==> src/rtl/sparse_chunk_encoder.sv <==
// ---------------------------------------------------------------------------
// sparse_chunk_encoder
//
// Collects one chunk of MEM_SIZE bytes arriving as BEAT_NUM dense beats of
// BUS_SIZE bytes. For every accepted beat it records a sparsemap (one bit per
// byte, set when the byte is nonzero) and appends the nonzero bytes, in
// ascending channel order, to a packed buffer. Once the chunk is complete and
// the downstream write buffer is free (out_en_i), the map and packed buffer
// are written out as BEAT_NUM registered beats, followed by a one-cycle
// chunk_done_o pulse and a ping-pong buffer select toggle.
//
// Optional feature: define ENCODER_ZERO_PAD_EN to let dense_last_i end a
// chunk early. Beats that were never received stay zero in both the map and
// the packed buffer, and all BEAT_NUM beats are still emitted. Without the
// macro, dense_last_i is ignored.
//
// Ports
//   clk_i          clock, all logic on the rising edge
//   rst_i          synchronous active-high reset
//   dense_dat_i    dense input beat, byte 0 = lowest channel
//   dense_valid_i  input beat valid
//   dense_last_i   final input beat of a chunk (ENCODER_ZERO_PAD_EN only)
//   dense_ready_o  high while collecting
//   out_en_i       downstream write buffer free, permits emission
//   nonzero_data_o packed nonzero-data slice of the current write beat
//   sparsemap_o    sparsemap slice of the current write beat
//   wr_valid_o     write beat valid
//   wr_count_o     write beat index
//   wr_sel_o       ping-pong write buffer select
//   nnz_cnt_o      nonzero byte count of the last collected chunk
//   chunk_done_o   one-cycle pulse after the final emitted beat
// ---------------------------------------------------------------------------
`ifndef BUS_SIZE
`define BUS_SIZE 4
`endif
`ifndef MEM_SIZE
`define MEM_SIZE 16
`endif

module sparse_chunk_encoder #(
  parameter int  BUS_SIZE = `BUS_SIZE,
  parameter int  MEM_SIZE = `MEM_SIZE,
  localparam int BEAT_NUM = MEM_SIZE / BUS_SIZE,
  localparam int CNT_W    = (BEAT_NUM > 1) ? $clog2(BEAT_NUM) : 1,
  localparam int PTR_W    = $clog2(MEM_SIZE) + 1
) (
  input  logic                  clk_i,
  input  logic                  rst_i,
  input  logic [BUS_SIZE*8-1:0] dense_dat_i,
  input  logic                  dense_valid_i,
  input  logic                  dense_last_i,
  output logic                  dense_ready_o,
  input  logic                  out_en_i,
  output logic [BUS_SIZE*8-1:0] nonzero_data_o,
  output logic [BUS_SIZE-1:0]   sparsemap_o,
  output logic                  wr_valid_o,
  output logic [CNT_W-1:0]      wr_count_o,
  output logic                  wr_sel_o,
  output logic [PTR_W-1:0]      nnz_cnt_o,
  output logic                  chunk_done_o
);

  localparam int IDX_W  = $clog2(MEM_SIZE);
  localparam int BIDX_W = (BUS_SIZE > 1) ? $clog2(BUS_SIZE) : 1;

  typedef enum logic [1:0] {S_COLLECT, S_WAIT, S_EMIT} state_t;

  state_t                r_state;
  state_t                w_next;
  logic [MEM_SIZE-1:0]   r_map;
  logic [7:0]            r_buf [MEM_SIZE];
  logic [CNT_W-1:0]      r_beat_cnt;
  logic [PTR_W-1:0]      r_wr_ptr;
  logic [PTR_W-1:0]      r_nnz;
  logic                  r_wr_valid;
  logic [CNT_W-1:0]      r_wr_count;
  logic                  r_wr_sel;
  logic                  r_done;
  logic [BUS_SIZE*8-1:0] r_nz_dat;
  logic [BUS_SIZE-1:0]   r_smap;

  logic                  w_accept;
  logic                  w_last_beat;
  logic                  w_emit_last;
  logic [BUS_SIZE-1:0]   w_beat_map;
  logic [7:0]            w_comp [BUS_SIZE];
  logic [PTR_W-1:0]      w_pop;
  logic [CNT_W-1:0]      w_sel_idx;
  logic [BUS_SIZE-1:0]   w_slice_map;
  logic [BUS_SIZE*8-1:0] w_slice_dat;

`ifdef ENCODER_ZERO_PAD_EN
  assign w_last_beat = (r_beat_cnt == CNT_W'(BEAT_NUM - 1)) || dense_last_i;
`else
  logic w_unused_last;
  assign w_unused_last = dense_last_i;
  assign w_last_beat   = (r_beat_cnt == CNT_W'(BEAT_NUM - 1));
`endif

  assign w_accept    = dense_valid_i && dense_ready_o;
  // The beat currently on the write port is the last one of the chunk.
  assign w_emit_last = (r_wr_count == CNT_W'(BEAT_NUM - 1));

  always_ff @(posedge clk_i) begin
    if (rst_i) r_state <= S_COLLECT;
    else       r_state <= w_next;
  end

  always_comb begin
    w_next        = r_state;
    dense_ready_o = 1'b0;
    case (r_state)
      S_COLLECT: begin
        dense_ready_o = 1'b1;
        if (w_accept && w_last_beat) w_next = S_WAIT;
      end
      S_WAIT:  if (out_en_i)    w_next = S_EMIT;
      S_EMIT:  if (w_emit_last) w_next = S_COLLECT;
      default: w_next = S_COLLECT;
    endcase
  end

  // Beat map and left-compaction of the nonzero bytes of the input beat.
  always_comb begin
    int k;
    k = 0;
    for (int i = 0; i < BUS_SIZE; i++) w_comp[i] = 8'd0;
    for (int i = 0; i < BUS_SIZE; i++) begin
      w_beat_map[i] = (dense_dat_i[i*8 +: 8] != 8'd0);
      if (w_beat_map[i]) begin
        w_comp[BIDX_W'(k)] = dense_dat_i[i*8 +: 8];
        k = k + 1;
      end
    end
    w_pop = PTR_W'(k);
  end

  // Slice for the next write beat: beat 0 when leaving WAIT, else count+1.
  always_comb begin
    w_sel_idx   = (r_state == S_EMIT) ? r_wr_count + CNT_W'(1) : '0;
    w_slice_map = '0;
    w_slice_dat = '0;
    for (int b = 0; b < BEAT_NUM; b++) begin
      if (w_sel_idx == CNT_W'(b)) begin
        w_slice_map = r_map[b*BUS_SIZE +: BUS_SIZE];
        for (int j = 0; j < BUS_SIZE; j++) w_slice_dat[j*8 +: 8] = r_buf[b*BUS_SIZE + j];
      end
    end
  end

  // Collection storage and registered write port.
  always_ff @(posedge clk_i) begin
    if (rst_i) begin
      r_map      <= '0;
      for (int s = 0; s < MEM_SIZE; s++) r_buf[s] <= 8'd0;
      r_beat_cnt <= '0;
      r_wr_ptr   <= '0;
      r_nnz      <= '0;
      r_wr_valid <= 1'b0;
      r_wr_count <= '0;
      r_wr_sel   <= 1'b0;
      r_done     <= 1'b0;
      r_nz_dat   <= '0;
      r_smap     <= '0;
    end else begin
      r_done <= 1'b0;
      case (r_state)
        S_COLLECT: begin
          if (w_accept) begin
            for (int b = 0; b < BEAT_NUM; b++)
              if (r_beat_cnt == CNT_W'(b)) r_map[b*BUS_SIZE +: BUS_SIZE] <= w_beat_map;
            // Append compacted bytes at the write pointer; never past the end.
            for (int j = 0; j < BUS_SIZE; j++)
              if ((PTR_W'(j) < w_pop) && (int'(r_wr_ptr) + j < MEM_SIZE))
                r_buf[IDX_W'(int'(r_wr_ptr) + j)] <= w_comp[j];
            r_wr_ptr <= r_wr_ptr + w_pop;
            if (w_last_beat) begin
              r_beat_cnt <= '0;
              r_nnz      <= r_wr_ptr + w_pop;
            end else begin
              r_beat_cnt <= r_beat_cnt + CNT_W'(1);
            end
          end
        end
        S_WAIT: begin
          if (out_en_i) begin
            r_wr_valid <= 1'b1;
            r_wr_count <= '0;
            r_smap     <= w_slice_map;
            r_nz_dat   <= w_slice_dat;
          end
        end
        S_EMIT: begin
          if (w_emit_last) begin
            r_wr_valid <= 1'b0;
            r_wr_count <= '0;
            r_smap     <= '0;
            r_nz_dat   <= '0;
            r_done     <= 1'b1;
            r_wr_sel   <= ~r_wr_sel;
            // Returning to COLLECT: start the next chunk from a clean slate.
            r_map      <= '0;
            for (int s = 0; s < MEM_SIZE; s++) r_buf[s] <= 8'd0;
            r_beat_cnt <= '0;
            r_wr_ptr   <= '0;
          end else begin
            r_wr_count <= r_wr_count + CNT_W'(1);
            r_smap     <= w_slice_map;
            r_nz_dat   <= w_slice_dat;
          end
        end
        default: ;
      endcase
    end
  end

  assign nonzero_data_o = r_nz_dat;
  assign sparsemap_o    = r_smap;
  assign wr_valid_o     = r_wr_valid;
  assign wr_count_o     = r_wr_count;
  assign wr_sel_o       = r_wr_sel;
  assign nnz_cnt_o      = r_nnz;
  assign chunk_done_o   = r_done;

endmodule
==> config.mk <==
export PLATFORM = sky130hd
export DESIGN_NAME = sparse_chunk_encoder
export DESIGN_NICKNAME = d
export VERILOG_FILES = /design/src/rtl/sparse_chunk_encoder.sv
export SDC_FILE = /design/constraint.sdc
export NUM_CORES = 1
export LEC_CHECK = 0
export ABC_AREA = 1
export CORE_MARGIN = 2
export CORE_UTILIZATION = 35
export DETAILED_ROUTE_END_ITERATION = 10
export PLACE_DENSITY = 0.58
export SYNTH_ARGS = -nofsm -noshare
export SYNTH_HDL_FRONTEND = slang
export SYNTH_SLANG_ARGS = --single-unit
==> constraint.sdc <==
create_clock -name clk_i -period 4.9 [get_ports clk_i]
set_input_delay 0.49 -clock clk_i [delete_from_list [all_inputs] [get_ports clk_i]]
set_output_delay 0.49 -clock clk_i [all_outputs]
set_load 0.01 [all_outputs]
# After elaboration in Yosys (flattened, before gate mapping)
# Memory sizes are Yosys's and may differ from the RTL's.
# Cells that the tools add are included.
[totals]
register_bits = 71
mem_count = 1
mem_bits_rw = 128
in_bits = 37
[op_classes]
n_eq_ne = 17
reduce_logical = 32
n_mux = 110
bitwise_logic = 20
order_cmp = 14
add_sub_neg = 9
[mem_list]
columns = ["memory", "words", "word_bits", "rd", "rd_clocked_by_memory_dff", "wr", "line_no", "rtl"]
rows = [
  ["r_buf", 16, 8, 16, 0, 16, "71", "logic [7:0] r_buf [MEM_SIZE];"],
]
[ops]
columns = ["operator", "count"]
rows = [
  ["$mux W32", 9],
  ["$mux W8", 24],
  ["$bwmux W32", 3],
  ["$lt A32 B6 Y1 const B", 3],
  ["$pmux W32 S2", 1],
  ["$mux W4", 14],
  ["$demux W8 S2", 3],
  ["$mux W1", 34],
  ["$mux W16", 2],
  ["$pmux W16 S2", 1],
  ["$reduce_bool A8 Y1", 4],
  ["$reduce_or A8 Y1", 4],
  ["$mux W5", 5],
  ["$mux W2", 8],
  ["$ne A2 B2 Y1 const B", 8],
  ["$or A1 B1 Y1", 16],
  ["$reduce_and A4 Y1", 4],
  ["$add A5 B2 Y6 const B", 2],
  ["$eq A2 B2 Y1 const B", 6],
  ["$reduce_and A3 Y1", 4],
  ["$add A5 B2 Y5 const B", 2],
  ["$lt A1 B5 Y1 const A", 2],
  ["$lt A2 B5 Y1 const A", 2],
  ["$pmux W5 S2", 1],
  ["18 further kinds", 40],
]

# Depth between registers and ports, before layout
# Gate-level depths: netlist (run 1).
[logic_depth]
word_depth = 17
depth_mapped = 25
mapped_depth_nobuf = 24

# Worst setup path before layout (run 1)
# OpenSTA, ideal clock, no wires.
[synth_timing]
path_kind = "input-to-reg"
from = "in dense_dat_i[3]"
to = "mem r_buf[11][0], enable pin"
n_path_buf = 2
path_slack_ns = 1.138
setup_ns = 0.338
arrival_ns = 3.424
stages = 22
cell_sequence = "nor2_1 -> nand3_1 -> nor2_1 -> clkinv_1 -> ha_1 -> buf_2 -> inv_1 -> nand2_1 -> nand2_1 -> inv_1 -> ha_1 -> inv_1 -> nor2_1 -> nand2_1 -> nand2_2 -> nand2_2 -> nor2_1 -> nand2_1 -> nor2_2 -> buf_6 -> nor3_1 -> nand3b_1"
[synth_lines]
columns = ["item", "line_no", "rtl"]
rows = [
  ["start, declared", "49", "input logic [BUS_SIZE*8-1:0] dense_dat_i,"],
  ["end, declared", "71", ""],
]

==> out/metrics.cfg, run 1 <==
[status]
status=complete, no violations

[detailed_routing]
ant_nets=0
post_drt_wl_per_cell_um=22.3
num_vias=14700
totalWireLength_um=58200
drc=0
drt-vias-per-instance=5.63
drt_iter0_drc=1786
drt_first_pass_iters=6

[power]
power_density_nw_per_um2=240
ir_worst_vdd_mv=0.202
leakagePower_nw=6.52

[clock_tree]
clockBufferDepth=2
cts_tree=yes
cts_made_buffers=17
cts.clk_slew.worst_paths_ns=0.09
cts.root.buffer_cell=clkbuf_16
htreeDepth=4
cts_num_sinks=199
cts_resized=0
holdBufCountCts=0
clock_latency_ns=0.47
post_cts_buffers=0

[global_route]
grt_pass1_vias=13700
grt-ovfl-total=0
antenna_found_initial=0
grt_pass1_wl_um=86600
grt_start_max_net_pins=41
grtUsageTotal_pct=28.3

[placed_design]
gp_congestion=1.03
placement.io_buffers=82
postPlaceCellArea_sq_um=15400
place_inst=2582
place_hpwl_um=41600

[critical_path]
endpoint_kind=register
cp_cell_sequence=clkdlybuf4s50_1 > inv_1 > nand2_1 > nor3_1 > nand2_1 > inv_1 > ha_1 > o21ai_4 > nand2_2 > inv_1 > ha_1 > or2_2 > nand2_1 > nand3_2 > nand4_1 > nand4_1
critPathMaxStageDelay_ns=0.58
cp_slowest_cell=nand4_1
reg2reg_slack_ns=1.40
startpoint_type=primary input
crit_buf_inv=4
crit_fanout=16
cp.arrival_ns=4.15
cp_top_family=simple AND/OR/NAND/NOR gates
path_class=primary input to register
required_ns=4.92

[logic_synthesis]
ys_seq_area_share_pct=38.0
synth-simple-area-share_pct=38.5
synth_edf_count=128
synth_top_family_by_area=simple AND/OR/NAND/NOR gates
ys_async_sr_fraction_pct=0
synth_common_cells=nand2_1 (800), inv_1 (150), nor2_1 (140)
synth_cell_types=50
synthFlopType=edfxtp_1
synthAdderAreaFrac_pct=1.68
synth_area_per_cell_sq_um=6.90
yosysMostFrequentCell=nand2_1
yosys_warnings=0
synth-xor-area-share_pct=0.307
syn-num-nets=2062
ys_ff_latch=199
synth_compound_area_share_pct=13.8
yosys.area.top_type_share_pct=27.8
yosys-top-cells-area=edfxtp_1 (28%), nand2_1 (22%), dfxtp_1 (10%), nand3_1 (5.0%), inv_1 (4.1%)
synthesis.instances=2007
syn_area_sq_um=13800
synth_mux_area_share_pct=0
yosysTopAreaCell=edfxtp_1

[sta]
fin_crit_sh_pct=84.3
maxSlewHeadroom_pct=21.6
finalSetupViolations=0
rsz0062_at_grt=no
drv_slew=0
fmax_ghz=0.242
worstMarginPinSlew_ns=1.18
skew_ns=0.0136
hold_viol=0
fin_setup_tns_ns=0
min_period_ns=4.13

[layout]
area_delta_synth_final_pct=15.8
drive_gt1_share_pct=9.88
final_util_pct=41.3
stdcell_count=2614
finish.instance_area_sq_um=16000
nNetsFinal=2138
nFillCells=4026
antenna_cells=0

[flow_run]
max_cap_viol_count=0

[floorplanning]
dieArea_sq_um=41200
die_height_um=203
initial_core_util_pct=35.7
pin_count=84
die_width_um=203
core_area_sq_um=38800
core.rowCount=72

[worst_hold_path]
min_path_type=primary input to register

-- cells by family (layout without fill, tap and decap cells) --
family / count (synthesis) / after routing
flops: 199 / 199
fa+ha+maj: 18 / 18
xor+xnor: 4 / 4
compound gates: 296 / 296
buf+inv: 262 / 351
simple gates: 1228 / 1228
-- report_power, final --
group | switching, mW | internal, mW
clock network | 0.713 | 0.780
registers | 0.0314 | 1.86
logic | 0.343 | 0.127
total | 1.09 | 2.76
-- metrics by stage --
stage          setup slack, ns  total power, mW  hold slack [ns]
2_1_floorplan             1.14             2.17            0.424
3_3_place_gp             0.349             2.38            0.432
3_5_place_dp             0.341             2.38            0.438
4_1_cts                  0.823             3.86            0.344
5_1_grt                  0.433             3.98            0.354
6_report                 0.772             3.85            0.366
-- layout make-up --
class / count / area, sq um / area share [%]
Multi-Input combinational cell: 1546 / 7520 / 46.9
Timing Repair Buffer: 156 / 1370 / 8.55
Sequential cell: 199 / 5270 / 32.8
Clock buffer: 18 / 429 / 2.68
Inverter: 163 / 612 / 3.82
Tap cell: 518 / 648 / 4.04
Clock inverter: 14 / 185 / 1.15
-- sequential cells by signal, indices dropped and copies added, names as in the netlist --
| register | cells |
|---|---|
| wr_sel_o | 1 |
| nonzero_data_o | 32 |
| wr_count_o | 2 |
| r_wr_ptr | 5 |
| wr_valid_o | 1 |
| sparsemap_o | 4 |
| nnz_cnt_o | 5 |
| r_state | 2 |
| r_buf | 128 |
| r_map | 16 |
| chunk_done_o | 1 |
| r_beat_cnt | 2 |
-- worst register-to-register path, delay by kind of cell, from the launching register on --
family / cells / cell delay [ns]
buf+inv: 2 / 0.26
fa+ha+maj: 1 / 0.36
flops: 1 / 0.54
simple gates: 3 / 1.99
-- cells in the final DEF (no fill, tap or decap), types with 3 or more instances in the layout --
cell,n
o21ai_0,53
inv_1,150
clkinv_1,4
clkbuf_16,17
clkdlybuf4s50_1,81
a21oi_1,80
inv_2,9
nand2_4,6
nor3_2,15
nor2_1,137
nand3_1,138
o21ai_4,3
dfxtp_1,71
o2111ai_1,38
o211ai_1,34
o22ai_2,3
nor3_1,14
nor2_4,9
nor2_2,23
nand2_2,16
nand2_1,800
o21ai_2,5
o21ai_1,7
buf_4,74
a22oi_1,4
a31oi_1,59
nand3b_1,5
o22ai_1,3
nand4_1,51
ha_1,17
edfxtp_1,128
or2_2,4
inv_6,6
-- path summary, 6_finish.rpt --
kind | startpoint | to | cells after the start
worst max-delay path | dense_dat_i[15] | r_buf[10][4] | 16
worst max register to register | r_wr_ptr[1] | r_buf[0][4] | 6
worst min-delay path | rst_i | r_state[0] | 2
worst min register to register | r_map[8] | r_map[8] | 2
-- routing by layer --
metal	routed length [um]	track usage, %
met4	3120	14.2
met1	24800	39.0
met2	24500	41.7
met5	0	0
met3	5840	6.18
Power figures use the tool's default switching activity.
==> run 2: changes to the inputs <==
--- a/config.mk
+++ b/config.mk
@@ -9,7 +9,7 @@
 export CORE_MARGIN = 2
 export CORE_UTILIZATION = 35
 export DETAILED_ROUTE_END_ITERATION = 10
-export PLACE_DENSITY = 0.58
+export PLACE_DENSITY = 0.6
 export SYNTH_ARGS = -nofsm -noshare
 export SYNTH_HDL_FRONTEND = slang
 export SYNTH_SLANG_ARGS = --single-unit
==> constraint.sdc (replaced) <==
create_clock -name clk_i -period 3.65 [get_ports clk_i]
set_input_delay 0.365 -clock clk_i [delete_from_list [all_inputs] [get_ports clk_i]]
set_output_delay 0.365 -clock clk_i [all_outputs]
set_load 0.01 [all_outputs]
==> run 2 against run 1 <==
Non-clock buffer count increased by 198. Sequential share of layout area decreased by 3.4 points. Total power increased by 36%. Wire length increased by 2.5%. Largest cell class unchanged. Register-to-register slack got worse by 0.81 ns. Utilization increased by 4.8 points.
==> out/metrics.cfg, run 2 (synthesized netlist as in run 1, its figures left out) <==
[clock_tree]
cts_num_sinks=199  ; unchanged
cts_tree=yes
clock_latency_ns=0.47  ; about the same
cts.clk_slew.worst_paths_ns=0.08  ; about the same
cts.root.buffer_cell=clkbuf_16
holdBufCountCts=0  ; unchanged
clockBufferDepth=2  ; unchanged
htreeDepth=4  ; unchanged
cts_made_buffers=17  ; unchanged

[sta]
skew_ns=0.0116  ; -0.00199 ns
rsz0062_at_grt=no
fin_hold_ws_ns=0.198  ; -0.168 ns
fmax_ghz=0.291
hold_viol=0  ; unchanged
worstMarginPinSlew_ns=1.00  ; -0.176 ns
min_period_ns=3.43
maxSlewHeadroom_pct=33.3  ; +12 points
fin_crit_sh_pct=94.1
drv_slew=0  ; unchanged
finalSetupViolations=0  ; unchanged

[critical_path]
r2r_cells=12  ; +6
startpoint_type=primary input
path_depth=22  ; +6
path_common_cell=nand2_1
cp_slowest_cell=clkdlybuf4s50_1
cp.arrival_ns=3.69  ; -0.46 ns
rr_endpoint=r_buf[14][1]
required_ns=3.91  ; -1.01 ns
critPathMaxStageDelay_ns=0.43  ; -0.15 ns
cp_cell_sequence=clkdlybuf4s50_1 > nor2_1 > nand2_1 > nor2_2 > clkinv_1 > ha_1 > inv_1 > nand2_1 > nand2_1 > inv_1 > ha_1 > inv_1 > nor2_1 > nand2_1 > nand2_2 > nor2_8 > nor2_4 > nand2_1 > buf_4 > o21ai_0 > nor2_1 > o21ai_0
crit_buf_inv=6  ; +2
path_class=primary input to register
crit_fanout=6  ; -10
endpoint_kind=register
crit_start=dense_dat_i[6]
cp_top_family=simple AND/OR/NAND/NOR gates
crit_end=r_buf[0][3]
reg2reg_slack_ns=0.59  ; -0.81 ns
regToRegStartpoint=r_wr_ptr[2]

[global_route]
grt_pass1_wl_um=89200  ; +3.0%
grtUsageTotal_pct=29.2  ; +0.93 points
grt-ovfl-total=0  ; unchanged
grt_start_max_net_pins=41  ; unchanged
antenna_found_initial=0  ; unchanged
grt_pass1_vias=14800  ; +7.9%

[layout]
layout_commonest_cell=nand2_1
final_cell_mix=nand2_1 (799), buf_4 (244), inv_1 (150), nand3_1 (136), nor2_1 (135)
area_delta_synth_final_pct=29.3
multi_input_area_sq_um=7580  ; +0.76%
nNetsFinal=2336  ; +9.3%
register_area_sq_um=5270  ; unchanged
final_util_pct=46.1  ; +4.8 points
largest_register_ff_count=128  ; unchanged
drive_gt1_share_pct=18.1  ; +8.3 points
nFillCells=3927  ; -2.5%
finish.instance_area_sq_um=17900  ; +12%
top_register=r_buf
antenna_cells=0  ; unchanged

[flow_run]
max_cap_viol_count=0  ; unchanged

[floorplanning]
core_area_sq_um=38800  ; unchanged
initial_core_util_pct=35.7  ; unchanged
pin_count=84  ; unchanged
core.rowCount=72  ; unchanged
dieArea_sq_um=41200  ; unchanged
die_width_um=203  ; unchanged
die_height_um=203  ; unchanged

[detailed_routing]
drc=0  ; unchanged
drt_iter0_drc=1777  ; -0.50%
wl_met3_um=5660  ; -3.1%
num_vias=15400  ; +4.5%
drt_first_pass_iters=6  ; unchanged
post_drt_wl_per_cell_um=21.2  ; -4.8%
dr_wl_met2_um=26500  ; +8.0%
highest_layer=met4
drt-vias-per-instance=5.47  ; -2.8%
drt-met1-wl_um=24900  ; +0.49%
totalWireLength_um=59700  ; +2.5%
ant_nets=0  ; unchanged

[power]
power_density_nw_per_um2=292  ; +21%
leakagePower_nw=7.60  ; +16%
ir_worst_vdd_mv=0.226  ; +12%

[placed_design]
placement.io_buffers=82  ; unchanged
place_hpwl_um=46200  ; +11%
postPlaceCellArea_sq_um=17300  ; +12%
gp_congestion=1.03  ; -0.50%

[status]
status=complete, no violations

[worst_hold_path]
min_path_type=primary input to register

==> run 2: where the power goes <==
| group | switching, mW | leakage, nW | internal (mW) |
|---|---|---|---|
| clock network | 0.898 | 0.281 | 1.02 |
| logic | 0.485 | 5.41 | 0.278 |
| registers | 0.0437 | 1.91 | 2.49 |
==> run 2: layer usage <==
metal / GRT usage (%) / vias to the layer above
met5: 0 / -
met4: 12.5 / 0
met3: 5.71 / 149
met2: 46.6 / 767
met1: 38.7 / 7192
li1: - / 7268
==> run 2: final cells by class <==
| cell class | instances | share of cell area [%] |
|---|---|---|
| inverter | 163 | 3.42 |
| tap | 518 | 3.62 |
| multi-input combinational | 1546 | 42.3 |
| clock buffer | 17 | 2.38 |
| sequential | 199 | 29.4 |
| clock inverter | 15 | 0.936 |
| timing repair buffer | 354 | 17.9 |
==> run 2: worst min path at each step <==
stage / from / endpoint / slack [ns] / cells past startpoint
floorplan: r_map[6] / r_map[6] / 0.42 / 2
finish: rst_i / nnz_cnt_o[3] / 0.20 / 2
global route: rst_i / r_wr_ptr[2] / 0.19 / 2
detailed placement: r_map[6] / r_map[6] / 0.44 / 2
CTS: rst_i / r_state[0] / 0.17 / 2
global placement: r_map[9] / r_map[9] / 0.43 / 2
==> run 2: stage by stage <==
step,setup WS [ns],power [mW],std cells,TNS [ns]
after global placement,-0.437,3.32,2780,-46.16
after CTS,0.0704,5.24,2812,0
after detailed placement,-0.414,3.33,2780,-54.48
after floorplan,0.0134,2.91,2007,0
after global routing,0.000168,5.39,2812,0
final,0.217,5.22,2812,0
==> run 2: timing repair <==
action | in CTS | in global routing
gates resized for setup | 0 | 13
buffers inserted | 0 | 0
endpoints found under the setup margin | 0 | 158
==> run 3: changes to the inputs <==
--- a/config.mk
+++ b/config.mk
@@ -7,9 +7,9 @@
 export LEC_CHECK = 0
 export ABC_AREA = 1
 export CORE_MARGIN = 2
-export CORE_UTILIZATION = 35
+export CORE_UTILIZATION = 29
 export DETAILED_ROUTE_END_ITERATION = 10
-export PLACE_DENSITY = 0.6
+export PLACE_DENSITY = 0.52
 export SYNTH_ARGS = -nofsm -noshare
 export SYNTH_HDL_FRONTEND = slang
 export SYNTH_SLANG_ARGS = --single-unit
==> run 3 against run 2 <==
Combinational power up 3.5%. Sequential power about the same. Utilization shrank 7.8 points. Wire length grew 5.1%. Clock skew is 0.0059 ns higher. First-iteration DRC count down 12%. Final area rose by 1.6%. Critical endpoint is now r_buf[2][1]. Largest power group unchanged.
==> out/metrics.cfg, run 3 (synthesized netlist as in run 1, its figures left out) <==
[layout]
final_cell_mix=nand2_1 (797), buf_4 (238), inv_1 (150), nand3_1 (138), nor2_1 (135)
area_delta_synth_final_pct=31.3
layout_commonest_cell=nand2_1
drive_gt1_share_pct=18.1  ; -0.039 points
stdcell_count=2914  ; +3.6%
top_register=r_buf
antenna_cells=0  ; unchanged
nNetsFinal=2341  ; +0.21%
final_util_pct=38.3  ; -7.8 points
largest_register_ff_count=128  ; unchanged

[critical_path]
cp_cell_sequence=clkdlybuf4s50_1 > nor2_1 > nand2_1 > nor2_1 > clkinv_1 > ha_1 > inv_1 > nand2_1 > nand2_1 > inv_1 > ha_1 > or2_2 > nand2_2 > nand2_2 > buf_4 > nand3_1 > nand2_1 > nor2_1 > nand3_1 > buf_12
startpoint_type=primary input
required_ns=3.88  ; -0.03 ns
crit_buf_inv=6  ; unchanged
path_common_cell=nand2_1
crit_fanout=8  ; +2
cp.arrival_ns=3.64  ; -0.05 ns
cp_top_family=simple AND/OR/NAND/NOR gates
endpoint_kind=register
cp_slowest_cell=clkdlybuf4s50_1
reg2reg_slack_ns=0.59  ; about the same
critPathMaxStageDelay_ns=0.43  ; about the same
path_class=primary input to register

[detailed_routing]
ant_nets=0  ; unchanged
drt_iter0_drc=1563  ; -12%
post_drt_wl_per_cell_um=21.5  ; +1.4%
drc=0  ; unchanged
drt_first_pass_iters=5  ; -1
num_vias=15300  ; -0.51%
totalWireLength_um=62700  ; +5.1%
drt-vias-per-instance=5.25  ; -4.0%

[placed_design]
place_hpwl_um=48600  ; +5.1%
place_inst=2881  ; +3.6%
post-place-ws_ns=-0.246  ; +0.168 ns
gp_congestion=1.03  ; +0.49%
placement.io_buffers=82  ; unchanged

[status]
status=complete, no violations

[clock_tree]
clockBufferDepth=2  ; unchanged
cts.root.buffer_cell=clkbuf_16
cts_num_sinks=199  ; unchanged
cts_tree=yes
cts_made_buffers=17  ; unchanged
cts.clk_slew.worst_paths_ns=0.08  ; about the same
htreeDepth=4  ; unchanged
clock_latency_ns=0.47  ; about the same
holdBufCountCts=0  ; unchanged

[floorplanning]
initial_core_util_pct=29.2  ; -6.5 points
core_area_sq_um=47400  ; +22%
pin_count=84  ; unchanged
die_height_um=223  ; +9.7%
dieArea_sq_um=49500  ; +20%
core.rowCount=80  ; +11%
die_width_um=223  ; +9.7%

[power]
internal_power_mw=3.83  ; +1.1%
p_sw_share_pct=27.9  ; +0.57 points
power.switching_mw=1.48  ; +4.0%
comb_power_share_pct=14.9  ; +0.3 points
clkPwrFrac_pct=37.5  ; +0.7 points
leakagePower_nw=7.70  ; +1.3%
finalPower_mw=5.32  ; +1.9%
ir_worst_vdd_mv=0.354  ; +57%
pwr-share-seq_pct=47.7  ; -0.9 points
power_density_nw_per_um2=292  ; +0.29%

[sta]
rsz0062_at_grt=no
min_period_ns=3.42  ; -0.0173 ns
finalSetupViolations=0  ; unchanged
skew_ns=0.0175  ; +0.00591 ns
setup_ws_ns=0.234  ; +0.0173 ns
fin_setup_tns_ns=0  ; unchanged
worstMarginPinSlew_ns=1.06  ; +0.0585 ns
drv_slew=0  ; unchanged
maxSlewHeadroom_pct=29.4  ; -3.9 points
fmax_ghz=0.293  ; +0.51%
fin_crit_sh_pct=93.6  ; -0.47 points
hold_viol=0  ; unchanged

[global_route]
grt_start_max_net_pins=41  ; unchanged
grtUsageTotal_pct=25.3  ; -4.0 points
grt_pass1_wl_um=92900  ; +4.1%
grt-ovfl-total=0  ; unchanged
antenna_found_initial=1  ; +1
grt_pass1_vias=14600  ; -1.7%

[worst_hold_path]
min_path_type=primary input to register

[flow_run]
max_cap_viol_count=0  ; unchanged

run 3: changes by cell type in the layout (fill, tap and decap cells not counted), sizes merged:
cell      delta
buf          +5
clkinvlp     -2
inv          +2
run 3: power by group through the flow:
| stage | combinational, mW | sequential, mW | clock [mW] |
|---|---|---|---|
| 3_5_place_dp | 0.770 | 2.59 | 0 |
| 6_report | 0.790 | 2.54 | 1.99 |
| 3_3_place_gp | 0.766 | 2.59 | 0 |
| 4_1_cts | 0.772 | 2.54 | 2.05 |
| 2_1_floorplan | 0.347 | 2.57 | 0 |
| 5_1_grt | 0.832 | 2.54 | 2.12 |
run 3: worst register-to-register path, stage by stage, from the launching register on:
cell	delay, ns
dfxtp_1	0.56
inv_1	0.20
ha_1	0.24
nand2_1	0.08
nand2_1	0.11
xor2_2	0.28
inv_1	0.24
nor2_1	0.19
inv_1	0.08
nor3_2	0.33
or2_2	0.18
nor3_1	0.05
nand2_1	0.07
buf_4	0.17
run 3: layout make-up:
cell class / instances / area (sq um)
clock buffer: 17 / 425
clock inverter: 15 / 203
fill: 4960 / 29300
inverter: 163 / 612
multi-input combinational: 1546 / 7550
sequential: 199 / 5270
tap: 615 / 769
timing repair buffer: 359 / 3370
run 3: final timing paths:
| kind | start | end | cells past startpoint |
|---|---|---|---|
| hold reg to reg | r_map[6] | r_map[6] | 2 |
| setup / recovery | dense_dat_i[6] | r_buf[2][1] | 20 |
| setup reg to reg | r_wr_ptr[1] | r_buf[14][5] | 13 |
| hold / removal | rst_i | r_state[0] | 2 |
run 3: stage by stage:
stage	hold WS, ns	instance area (sq um)
floorplan	0.424	13800
global placement	0.435	17500
detailed placement	0.439	17500
CTS	0.170	18200
global route	0.175	18200
finish	0.183	18200
run 3: timing repair:
action / CTS / global route
setup endpoints to repair: 0 / 104
endpoints found under the hold margin: 0 / 0
buffers inserted: 0 / 1
resized for setup: 0 / 11
run 3: layer usage:
layer,wire length [um],part of all wire (%),global-route usage (%)
met5,0,0,0
met4,2140,3.4,8.77
met3,4400,7.0,4.11
met2,28500,45,40.7
met1,27700,44,34.3
